`config.mk`:
```
export PLATFORM = sky130hd
export DESIGN_NAME = uart_receive
export DESIGN_NICKNAME = d
export VERILOG_FILES = /design/src/rtl/uart_receive.sv
export SDC_FILE = /design/constraint.sdc
export NUM_CORES = 1
export LEC_CHECK = 0
export CAP_MARGIN = 25
export CELL_PAD_IN_SITES_DETAIL_PLACEMENT = 1
export CELL_PAD_IN_SITES_GLOBAL_PLACEMENT = 2
export CORE_MARGIN = 2
export CORE_UTILIZATION = 42
export DETAILED_ROUTE_END_ITERATION = 10
export PLACE_DENSITY_LB_ADDON = 0.1
export SETUP_SLACK_MARGIN = 0.4
export SLEW_MARGIN = 10
export SYNTH_ARGS = -nofsm -noshare
export SYNTH_HDL_FRONTEND = slang
export SYNTH_SLANG_ARGS = --single-unit
```
`constraint.sdc`:
```
create_clock -name clk -period 4.12 [get_ports clk]
set_input_delay 1.03 -clock clk [delete_from_list [all_inputs] [get_ports clk]]
set_output_delay 1.03 -clock clk [all_outputs]
set_load 0.02 [all_outputs]
```
`src/rtl/uart_receive.sv`:
```
// uart_receive: UART receiver recovering 8N1 frames (8E1 when UART_RX_PARITY_EN is defined), LSB first, idle-high.
// Latency: din_vld/frame_err pulse one cycle after the stop-bit centre sample; the pin-to-din_s path adds 2 cycles.
// Backpressure: none; each byte is a single-cycle pulse and din_data holds until the next good frame.
module uart_receive #(
  parameter int BIT_CYCLES  = 868,
  parameter int HALF_CYCLES = BIT_CYCLES / 2
) (
  input  logic       clk,
  input  logic       rst,
  input  logic       din,
  output logic       din_vld,
  output logic [7:0] din_data,
  output logic       frame_err
`ifdef UART_RX_PARITY_EN
  ,
  output logic       parity_err
`endif
);

  localparam int CW = $clog2(BIT_CYCLES);
  localparam logic [CW-1:0] BIT_LAST  = CW'(BIT_CYCLES - 1);
  localparam logic [CW-1:0] HALF_LAST = CW'(HALF_CYCLES - 1);

  localparam logic [2:0] IDLE   = 3'd0;
  localparam logic [2:0] START  = 3'd1;
  localparam logic [2:0] DATA   = 3'd2;
  localparam logic [2:0] STOP   = 3'd3;
`ifdef UART_RX_PARITY_EN
  localparam logic [2:0] PARITY = 3'd4;
`endif

  // Input conditioning: two-flop synchronizer plus the previous-sample flop.
  logic sync_q, din_s_q, din_s_prev_q;
  logic din_s;

  assign din_s = din_s_q;

  logic [2:0]    state_q, state_d;
  logic [CW-1:0] cnt_q, cnt_d;
  logic [2:0]    idx_q, idx_d;
  logic [7:0]    shift_q, shift_d;
  logic          vld_q, vld_d;
  logic [7:0]    data_q, data_d;
  logic          ferr_q, ferr_d;
`ifdef UART_RX_PARITY_EN
  logic          par_q, par_d;
  logic          perr_q, perr_d;
`endif

  // Synchronize the asynchronous line; flops reset to the idle level so reset never looks like a start edge.
  always_ff @(posedge clk or negedge rst) begin
    if (!rst) begin
      sync_q       <= 1'b1;
      din_s_q      <= 1'b1;
      din_s_prev_q <= 1'b1;
    end else begin
      sync_q       <= din;
      din_s_q      <= sync_q;
      din_s_prev_q <= din_s_q;
    end
  end

  // Frame sequencer: start-edge qualification, centred bit sampling and output pulse generation.
  always_comb begin
    state_d = state_q;
    cnt_d   = cnt_q;
    idx_d   = idx_q;
    shift_d = shift_q;
    data_d  = data_q;
    vld_d   = 1'b0;
    ferr_d  = 1'b0;
`ifdef UART_RX_PARITY_EN
    par_d   = par_q;
    perr_d  = 1'b0;
`endif
    case (state_q)
      IDLE: begin
        // Only a 1->0 transition starts a frame, so a line stuck low cannot retrigger.
        if (din_s_prev_q && !din_s) begin
          state_d = START;
          cnt_d   = '0;
        end
      end
      START: begin
        if (cnt_q == HALF_LAST) begin
          if (!din_s) begin
            state_d = DATA;
            cnt_d   = '0;
            idx_d   = 3'd0;
          end else begin
            // Line back high at the start-bit centre: a glitch, not a frame.
            state_d = IDLE;
          end
        end else begin
          cnt_d = cnt_q + 1'b1;
        end
      end
      DATA: begin
        if (cnt_q == BIT_LAST) begin
          cnt_d   = '0;
          shift_d = {din_s, shift_q[7:1]};
          idx_d   = idx_q + 3'd1;
          if (idx_q == 3'd7) begin
`ifdef UART_RX_PARITY_EN
            state_d = PARITY;
`else
            state_d = STOP;
`endif
          end
        end else begin
          cnt_d = cnt_q + 1'b1;
        end
      end
`ifdef UART_RX_PARITY_EN
      PARITY: begin
        if (cnt_q == BIT_LAST) begin
          cnt_d   = '0;
          par_d   = din_s;
          state_d = STOP;
        end else begin
          cnt_d = cnt_q + 1'b1;
        end
      end
`endif
      STOP: begin
        if (cnt_q == BIT_LAST) begin
          // Leaving at mid-stop-bit keeps zero-gap back-to-back frames catchable.
          cnt_d   = '0;
          state_d = IDLE;
          if (din_s) begin
            vld_d  = 1'b1;
            data_d = shift_q;
`ifdef UART_RX_PARITY_EN
            perr_d = (^shift_q) ^ par_q;
`endif
          end else begin
            ferr_d = 1'b1;
          end
        end else begin
          cnt_d = cnt_q + 1'b1;
        end
      end
      default: begin
        state_d = IDLE;
        cnt_d   = '0;
      end
    endcase
  end

  // Sequencer state and registered outputs; reset aborts any frame in flight.
  always_ff @(posedge clk or negedge rst) begin
    if (!rst) begin
      state_q <= IDLE;
      cnt_q   <= '0;
      idx_q   <= 3'd0;
      shift_q <= 8'h00;
      data_q  <= 8'h00;
      vld_q   <= 1'b0;
      ferr_q  <= 1'b0;
`ifdef UART_RX_PARITY_EN
      par_q   <= 1'b0;
      perr_q  <= 1'b0;
`endif
    end else begin
      state_q <= state_d;
      cnt_q   <= cnt_d;
      idx_q   <= idx_d;
      shift_q <= shift_d;
      data_q  <= data_d;
      vld_q   <= vld_d;
      ferr_q  <= ferr_d;
`ifdef UART_RX_PARITY_EN
      par_q   <= par_d;
      perr_q  <= perr_d;
`endif
    end
  end

  assign din_vld   = vld_q;
  assign din_data  = data_q;
  assign frame_err = ferr_q;
`ifdef UART_RX_PARITY_EN
  assign parity_err = perr_q;
`endif

endmodule

```
; ---- Yosys cells after proc, flatten, opt, wreduce, memory -nomap -nowiden
; Cells that the tools add are included.
[op_classes]
muxes = 22
bitwise_logic = 0
shifts = 0
eq_ne = 13
n_mul = 0
reduce_logical = 10
n_lt_le_gt_ge = 0
add_sub_neg = 2
div = 0
[ops]
columns = op, n
row1 = $mux 10, 4
row2 = $pmux 10 s3, 1
row3 = $mux 3, 8
row4 = $ne 2x2->1 const B, 6
row5 = $pmux 3 s4, 1
row6 = $add 10x1->10 const B, 1
row7 = $eq 10x10->1 const B, 1
row8 = $eq 10x9->1 const B, 1
row9 = $eq 3x2->1 const B, 2
row10 = $mux 1, 6
row11 = $pmux 3 s2, 1
row12 = $reduce_and 5->1, 1
row13 = $reduce_and 2->1, 2
row14 = $reduce_and 4->1, 1
row15 = $add 3x1->3 const B, 1
row16 = $eq 3x1->1 const B, 1
row17 = $eq 3x3->1 const B, 1
row18 = $logic_not 3->1, 1
row19 = $ne 3x3->1 const B, 1
row20 = $reduce_and 3->1, 1
row21 = $mux 2, 1
row22 = $reduce_bool 2->1, 1
row23 = $reduce_or 2->1, 1
row24 = $logic_and 1x1->1, 1
row25 = $logic_not 1->1, 1
[totals]
register_bits = 37
mem_bits_rw = 0
memories = 0
in_bits = 3
word_cells = 57
latch_bits = 0
rom_bits = 0

; ---- Depth between registers and ports, before layout
[depth]
ltp_word = 4
depth_mapped = 7
ltp_nobuf = 6

; ---- Least setup slack after synthesis
; Ideal clock, no wire load.
[synth_timing]
kind = reg2reg
startpoint = reg cnt_q[1]
endpoint = reg idx_q[1]
setup_time_ps = 79
path_stages_with_launch = 7
synth_period_minus_slack_ps = 1952
arrival_ps = 1873
t_required_ps = 4041
setup_slack_ps = 2168
path_cell_list = dfrtp_1 > inv_1 > ha_1 > or2b_2 > or4_1 > a21oi_1 > mux2i_1
[synth_via]
elab_chain_len = 3
word_cells_on_any_way = 5
cone_classes = eq/ne: 4 / reduce/logical: 1
[synth_lines]
columns = element, line
row1 = start: declaration, 39  ; logic [CW-1:0] cnt_q, cnt_d;
row2 = start signal: assignment, 166  ; cnt_q <= cnt_d;
row3 = $eq 10x10->1 / $eq 10x9->1 (equally long branches), "99, 85"
row4 = $ne 2x2->1 (no line), -
row5 = $reduce_and 4->1 (no line) (*), -
row6 = end signal: assignment, 167  ; idx_q <= idx_d;
row7 = end: declaration, 40  ; logic [2:0] idx_q, idx_d;
; Every way passes the cells marked *; elsewhere a longest branch is shown, timed or not.
; A chain may end at the register's enable or synchronous reset.

; ---- Final worst setup path
[layout_timing]
startpoint = reg cnt_q[0]
endpoint = reg shift_q[0]
[layout_via]
elab_chain_len = 2
[layout_lines]
columns = element, line
row1 = $eq 10x10->1, 99  ; if (cnt_q == BIT_LAST) begin
row2 = $reduce_and 2->1 (no line), -
row3 = end signal: assignment, 168  ; shift_q <= shift_d;
row4 = end: declaration, 41  ; logic [7:0] shift_q, shift_d;
; Every way passes these cells.

==> impl_metrics.csv <==
group,metric,value,unit
status,outcome,"finished clean",
clock_tree,cts_tree,"yes",
final_layout,final_common_cell,"dfrtp_1",
timing,finalCritPeriodShare,57.7,%
timing,skew,0.00595,ns
die,io_pins,13,
die,num_rows,23,
timing,timing.final.ws_setup,1.74,ns
route,drc,0,
final_layout,multi_input_area,777,um^2
final_layout,syn2layout_area_growth,15.2,%
placed_design,dp_slack,1.78,ns
global_route,antenna_found_initial,0,
power,power,0.789,mW
clock_tree,cts.repair.resized,0,
power,power.switching,0.183,mW
logic_synthesis,synth_cell_types,42,
die,die_y,68.4,um
logic_synthesis,seq_area_frac_synth,51.9,%
clock_tree,cts_buffers,5,
route,wl,3.50,mm
worst_setup_path,critPathTopFamily,"simple AND/OR/NAND/NOR gates",
logic_synthesis,synth_top_cell_by_area,"dfrtp_1",
clock_tree,clkLatencyLatePin,0.29,ns
job,maxCapViolations,0,
worst_setup_path,worstPathBufferInverterCount,0,
die,die_w,68.4,um
clock_tree,clockBufferDepth,2,
power,sequentialPowerShare,48.9,%
min_path,hold_class,"reg2reg",
clock_tree,cts.clk_slew.worst_paths,0.07,ns
logic_synthesis,synth_edf_count,0,
worst_setup_path,cp_slowest_cell,"nor4bb_1",
final_layout,final_area,2010,um^2
die,design.core.area,4000,um^2
power,p_leak,0.933,nW
min_path,hp-start,"sync_q",
global_route,grt_pass1_vias,1298,
power,pwr-share-clk,43.2,%
clock_tree,htreeDepth,2,
power,intPower,0.605,mW
logic_synthesis,yosys_warnings,0,
final_layout,antennaDiodeCount,0,
final_layout,drive_above_1_share,24.1,%
timing,setup_viol,0,
final_layout,regArea,905,um^2
logic_synthesis,syn_area_per_cell,12.1,um^2
logic_synthesis,yosys.area.top_type_share,47.4,%
worst_setup_path,cp-end-kind,"register",
final_layout,layout_common_cells,"dfrtp_1, mux2_2, clkdlybuf4s50_1",
worst_setup_path,cp.required,4.29,ns
timing,drv_slew,0,
logic_synthesis,postSynthCellCount,144,
logic_synthesis,synth_nets,151,
timing,hold_viol_final,0,
placed_design,finalWeightedCongestion,0.832,
clock_tree,postCtsSetupRepairBufs,0,
placed_design,hpwl,2.42,mm
timing,post-route-min-period,2.38,ns
power,max-vdd-ir-drop,199,uV
final_layout,nets,164,
logic_synthesis,netlist_area,1740,um^2
power,p_per_area,393,nW/um^2
worst_setup_path,path_max_fanout,9,
global_route,grt_max_degree,37,
global_route,grt_pass1_wl,6.07,mm
worst_setup_path,worstPathArrival,2.55,ns
worst_setup_path,worstSetupPathType,"reg2reg",
route,ant_nets,0,
worst_setup_path,critical_path.cell_chain,"ha_1, nor4bb_1, and2_1, nand3_1, mux2_2",
power,combPwrFrac,7.9,%
route,drt_iter0_drc,65,
clock_tree,root_buffer,"clkbuf_8",
route,firstDrtPassIters,4,
timing,fin_tns_setup,0,ns
final_layout,fillers,440,
logic_synthesis,synth-seq-cells,36,
worst_setup_path,crit_path_start,"cnt_q[0]",
die,dieArea,4680,um^2
placed_design,placed_cell_area,1880,um^2
clock_tree,cts_sinks,36,
worst_setup_path,cpPeakStageDelay,0.47,ns
route,drt-vias-per-instance,5.85,
worst_setup_path,start_kind,"register",
worst_setup_path,r2r-start,"cnt_q[0]",
placed_design,portBuffers,12,
logic_synthesis,ys_async_sr_fraction,100,%
timing,fmax,421,MHz
logic_synthesis,synth-main-ff-cell,"dfrtp_1",
final_layout,post-route-util,50.2,%
die,start_util,43.6,%
clock_tree,holdBufCountCts,0,
logic_synthesis,synth.area.top_cells,"dfrtp_1, mux2_2, dfstp_2, ha_1, mux2i_1",
global_route,grt_overflow,0,
timing,slew_headroom,47.7,%
route,wl_per_cell,16.8,um
global_route,grt_use_total,17.8,%
power,switching_share,23.3,%
route,dr_total_vias,1217,
timing,worstMarginPinSlew,0.784,ns
timing,rsz0062_at_grt,"false",
[cells by family after synthesis]
logic type	after synthesis	synth area share, %
DFF	36	51.9
buffers and inverters	12	3.52
AOI/OAI and AO/OA	14	8.18
adders and majority gates	4	2.87
and+or+nand+nor	56	19.6
muxes	22	13.9
[area by class of cell]
| type | count | area share (%) |
|---|---|---|
| inverter | 6 | 1.12 |
| clock buffer | 7 | 4.80 |
| clock inverter | 1 | 1.50 |
| timing repair buffer | 12 | 5.73 |
| tap | 50 | 3.12 |
| multi-input combinational | 96 | 38.7 |
| sequential | 36 | 45.0 |
[flip-flops by register name, indices dropped and copies added, names as in the netlist]
name,count
idx_q,3
din_s_prev_q,1
din_data,8
frame_err,1
din_s,1
cnt_q,10
state_q,2
shift_q,8
din_vld,1
sync_q,1
[power by group through the flow]
stage          Combinational [mW]  Sequential (mW)  Clock (mW)
6_report                   0.0621            0.386       0.341
5_1_grt                    0.0697            0.389       0.362
4_1_cts                    0.0638            0.386       0.350
3_5_place_dp               0.0633            0.392           0
3_3_place_gp               0.0630            0.392           0
2_1_floorplan              0.0550            0.384           0
[final timing paths]
path	end	slack [ns]	depth (start not counted)
setup / recovery	shift_q[0]	1.74	5
hold / removal	din_s	0.36	0
setup reg to reg	shift_q[0]	1.74	5
hold reg to reg	din_s	0.36	0
max in group asynchronous	idx_q[2]	2.80	1
min in group asynchronous	cnt_q[6]	0.81	1
[synth_stat cells (2+ instances only)]
cell type  number
mux2_2         18
dfstp_2         3
and2_1          6
mux2i_1         4
nor2_1          6
nor2b_1         2
nand2_1         7
ha_1            4
inv_1           6
a221o_1         3
nor4_1          6
dfrtp_1        33
a211o_1         3
buf_6           2
nor3_1          3
nand3_1         8
clkbuf_1        3
nand4_1         3
[routing by layer]
layer	global-route usage (%)	part of all wire [%]	wire, um
met4	9.50	3.0	105
met3	4.77	3.1	110
met1	21.5	45	1560
met2	28.8	49	1720
met5	0	0	0
[worst reg2reg max path, stage by stage, from the launching register on]
cell and delay, ns:
dfrtp_1 0.46, ha_1 0.31, nor4bb_1 0.47, and2_1 0.26
nand3_1 0.34, mux2_2 0.41
[through the flow]
stage	std cells	hold WS, ns
floorplan	144	0.345
global placement	200	0.345
detailed placement	200	0.352
CTS	208	0.363
global route	208	0.366
finish	208	0.363
Note: power is estimated with default switching activity, not from simulation.
==> variant 1, RTL diff (same settings) <==
Put one more register stage on the output `din_data`. The value now appears one clock later. The other outputs are not delayed to match. Comments in the files are not updated.
--- a/src/rtl/uart_receive.sv
+++ b/src/rtl/uart_receive.sv
@@ -178,5 +178,7 @@
 
   assign din_vld   = vld_q;
-  assign din_data  = data_q;
+  always_ff @(posedge clk) begin
+    din_data <= data_q;
+  end
   assign frame_err = ferr_q;
 `ifdef UART_RX_PARITY_EN
Check against the original RTL: no difference found for any inputs over 10 cycles, from zero or initial values and one cycle with rst low; that may be too few to reach the edited logic, so the function may still have changed.
==> variant 1 against the unedited design <==
- final cell count rose by 3.8%
- sequential cell count rose by 8
- die area rose by 8.5%
- area after synthesis rose by 9.0%
- design area rose by 6.9%
- clock power fell by 17%
- total power rose by 2.3%
- worst setup slack improved by 0.11 ns
- combinational power rose by 6.1%
- routed wire length fell by 1.1%
- count of clock-buffer cells in the layout fell by 1
- utilization fell by 0.92 points
==> variant 1: results (changes against the unedited design) <==
metric	value	unit	change
syn_inst	148		+2.8%
multi_input_area	768	sq um	-1.1%
routed_wirelength	3460	microns	-1.1%
ir_drop	195	uV	-1.9%
p_clk_share	35.2	%	-8.0 points
hold-worst-slack	0.360	ns	-0.00234 ns
max_stage_delay	0.64	ns	+0.17 ns
netSwitchingPower	201	uW	+9.6%
area_share_nonclk_buffers	5.95	%	+0.22 points
place_ws	1.87	ns	+0.0989 ns
die_x	71.3	microns	+4.2%
slowest_stage	or3_1		
pg_seq	457	uW	+18%
p_per_area	376	nW/um^2	-4.3%
seq_area_share	49.6	%	+4.6 points
gp_congestion	0.741		-11%
r2r_end	shift_q[5]		
place_area	2050	sq um	+8.8%
dp.cells	208		+4.0%
p_leak	1.01	nW	+8.0%
grt_pass1_vias	1192		-8.2%
async_reset_ff_share	81.8	%	-18 points
worst_ep_arrival_time	2.44	ns	-0.11 ns
outcome	finished clean		
power	807	uW	+2.3%
yosysUniqueCellTypes	43		+2.4%
drt_iter0_markers	37		-43%
instances_no_fill	216		+3.8%
fin_skew	0.0102	ns	+0.00424 ns
nNonClkBuffers	13		+1
grt_pass1_wl	6050	microns	-0.35%
hpwlAfterDp	2440	microns	+0.75%
==> variant 1: cell count changes in the layout (fill, tap and decap cells not counted), sizes merged, moves of 5 or more <==
cell / unedited run / this run
a21o: 0 / 7
and2: 6 / 1
nor4: 6 / 0
dfxtp: 0 / 8
==> variant 1: layer usage <==
metal / wire [microns] / up-vias / track usage [%] / share of wire [%]
met5: 0 / - / 0 / 0
met4: 47 / 0 / 4.40 / 1.4
met3: 110 / 5 / 3.80 / 3.2
met2: 1540 / 14 / 22.3 / 45
met1: 1760 / 574 / 22.4 / 51
li1: - / 563 / - / -
==> variant 1: cells by family (layout without fill, tap and decap cells) <==
kind of cell / count (synthesis) / after routing / synth area share [%]
AO/OA/AOI/OAI: 25 / 25 / 12.4
adder cells (fa/ha/maj): 4 / 4 / 2.63
buffers and inverters: 11 / 27 / 3.55
flip-flops: 44 / 44 / 56.0
multiplexers: 18 / 18 / 11.4
AND/OR/NAND/NOR: 46 / 46 / 14.0
==> variant 2, RTL diff (config.mk and constraints unchanged) <==
Without the edit above. `BIT_CYCLES`: 868 -> 1736.
--- a/src/rtl/uart_receive.sv
+++ b/src/rtl/uart_receive.sv
@@ -3,5 +3,5 @@
 // Backpressure: none; each byte is a single-cycle pulse and din_data holds until the next good frame.
 module uart_receive #(
-  parameter int BIT_CYCLES  = 868,
+  parameter int BIT_CYCLES  = 1736,
   parameter int HALF_CYCLES = BIT_CYCLES / 2
 ) (
Behaviour: same outputs for any inputs over 10 cycles, from zero or initial values and one cycle with rst low; that may be too few to reach the edited logic, so the function may still have changed.
==> variant 2 against the unedited design <==
- worst setup slack improved by 0.092 ns
- area after synthesis increased by 4.5%
- design area increased by 2.9%
- sequential cell count increased by 1
- routed wire length increased by 7.7%
- utilization increased by 0.35 points
- die area increased by 4.3%
- total power decreased by 3.6%
==> variant 2: results (changes against the unedited design) <==
metric	value	unit	change
outcome	finished clean		
regMostFlops	cnt_q		
cts-root-buf	clkbuf_8		
dp.cells	206		+3.0%
cts_inserted_buffers	5		unchanged
yosysUniqueCellTypes	42		unchanged
syn_nets	156		+3.3%
synth_commonest_cells	34 x dfrtp_1, 10 x mux2_2, 10 x nand3_1		
p_leak	0.916	nW	-1.8%
ctsResizeCount	0		unchanged
place_ws	1.96	ns	+0.181 ns
routed_wirelength	3770	microns	+7.7%
slowest_stage	clkdlybuf4s50_1		
grt_use_met2	28.3	%	-0.59 points
worst_ep_arrival_time	1.26	ns	-1.29 ns
antenna_found_initial	0		unchanged
max_stage_delay	0.62	ns	+0.15 ns
met1_usage	23.3	%	+1.7 points
fin_skew	0.00556	ns	-0.000391 ns
diodes	0		unchanged
path_delay_family	buffers and inverters		
largest_reg_flops	11		+1
max_slew_margin	46.4	%	-1.3 points
netSwitchingPower	171	uW	-6.9%
grt_use_met3	4.47	%	-0.30 points
grt_pass1_wl	6780	microns	+12%
syn_inst	150		+4.2%
async_reset_ff_share	100	%	unchanged
gp_congestion	0.823		-1.1%
drt_iter0_markers	51		-22%
synth_seq_area_share	51.0	%	-0.87 points
h-tree-depth	2		unchanged
finalNetCount	169		+3.0%
grtUsageTotal	17.5	%	-0.28 points
wl_per_cell	17.6	microns	+4.7%
post_cts_buffers	0		unchanged
grt_pass1_vias	1352		+4.2%
ir_drop	162	uV	-18%
hold_path_class	flop to flop		
hpwlAfterDp	2660	microns	+9.8%
row_count	23		unchanged
dr.pass1.iters	4		unchanged
clock_path_buffers	2		unchanged
place.port_buffers	12		unchanged
synth_warnings	0		unchanged
yosys-top-cells-area	dfrtp_1 47%, mux2_4 6.6%, mux2_2 6.2%, dfstp_2 4.3%, nand3_1 2.7%		
vias	1214		-0.25%
route.detailed.drc	0		unchanged
path_clk_slew	0.07	ns	about the same
grt_start_max_net_pins	38		+2.7%
clock_latency	0.28	ns	
cp_max_fo	2		-7
drive_gt1_share	21.3	%	-2.7 points
fmax	437	MHz	+4.0%
## variant 2: cell types whose count changed after synthesis, sizes merged, moves of 4 or more
cell   before  now
and2        6    2
nor4        6    1
o21ai       0    4
or3         0    4
## variant 2: cell type report
class | instances | area (sq um)
Clock buffer | 7 | 86.3
Multi-Input combinational cell | 100 | 816
Clock inverter | 1 | 30.0
Fill cell | 447 | 2020
Timing Repair Buffer | 12 | 115
Sequential cell | 37 | 930
Inverter | 7 | 26.3
Tap cell | 50 | 62.6
## variant 2: kinds of logic (layout without fill, tap and decap cells)
group / after synthesis / in the layout / synth area share [%]
buffers and inverters: 13 / 27 / 4.19
and+or+nand+nor: 51 / 51 / 17.7
xor gates and xnor gates: 2 / 2 / 0.962
AOI/OAI and AO/OA: 24 / 24 / 10.2
DFF: 37 / 37 / 51.0
muxes: 20 / 20 / 13.9
adders and majority gates: 3 / 3 / 2.06
## variant 2: routing by layer
metal	wire length, microns	part of all wire [%]
met1	1860	49
met2	1800	48
met3	79	2.1
met4	24	0.64
met5	0	0
## variant 2: worst paths after layout
check	startpoint	endpoint	slack [ns]	depth (start not counted)
worst max-delay path	din_data[6]	din_data[6]	1.83	1
worst min-delay path	sync_q	din_s	0.36	0
worst max register to register	cnt_q[0]	din_data[7]	1.96	5
worst min register to register	sync_q	din_s	0.36	0
max in group asynchronous	rst	state_q[1]	2.77	1
min in group asynchronous	rst	cnt_q[7]	0.82	1
## variant 2: power by group through the flow
| stage | registers [mW] | logic (mW) | clock network, mW |
|---|---|---|---|
| 3_3_place_gp | 0.398 | 0.0483 | 0 |
| 6_report | 0.391 | 0.0472 | 0.322 |
| 3_5_place_dp | 0.398 | 0.0482 | 0 |
| 2_1_floorplan | 0.391 | 0.0350 | 0 |
| 5_1_grt | 0.394 | 0.0539 | 0.345 |
| 4_1_cts | 0.391 | 0.0483 | 0.330 |
## variant 2: metrics by stage
stage	cell area, sq um	hold WS [ns]
after floorplan	1820	0.345
after global placement	1950	0.351
after detailed placement	1950	0.347
after CTS	2070	0.362
after global routing	2070	0.363
final	2070	0.360
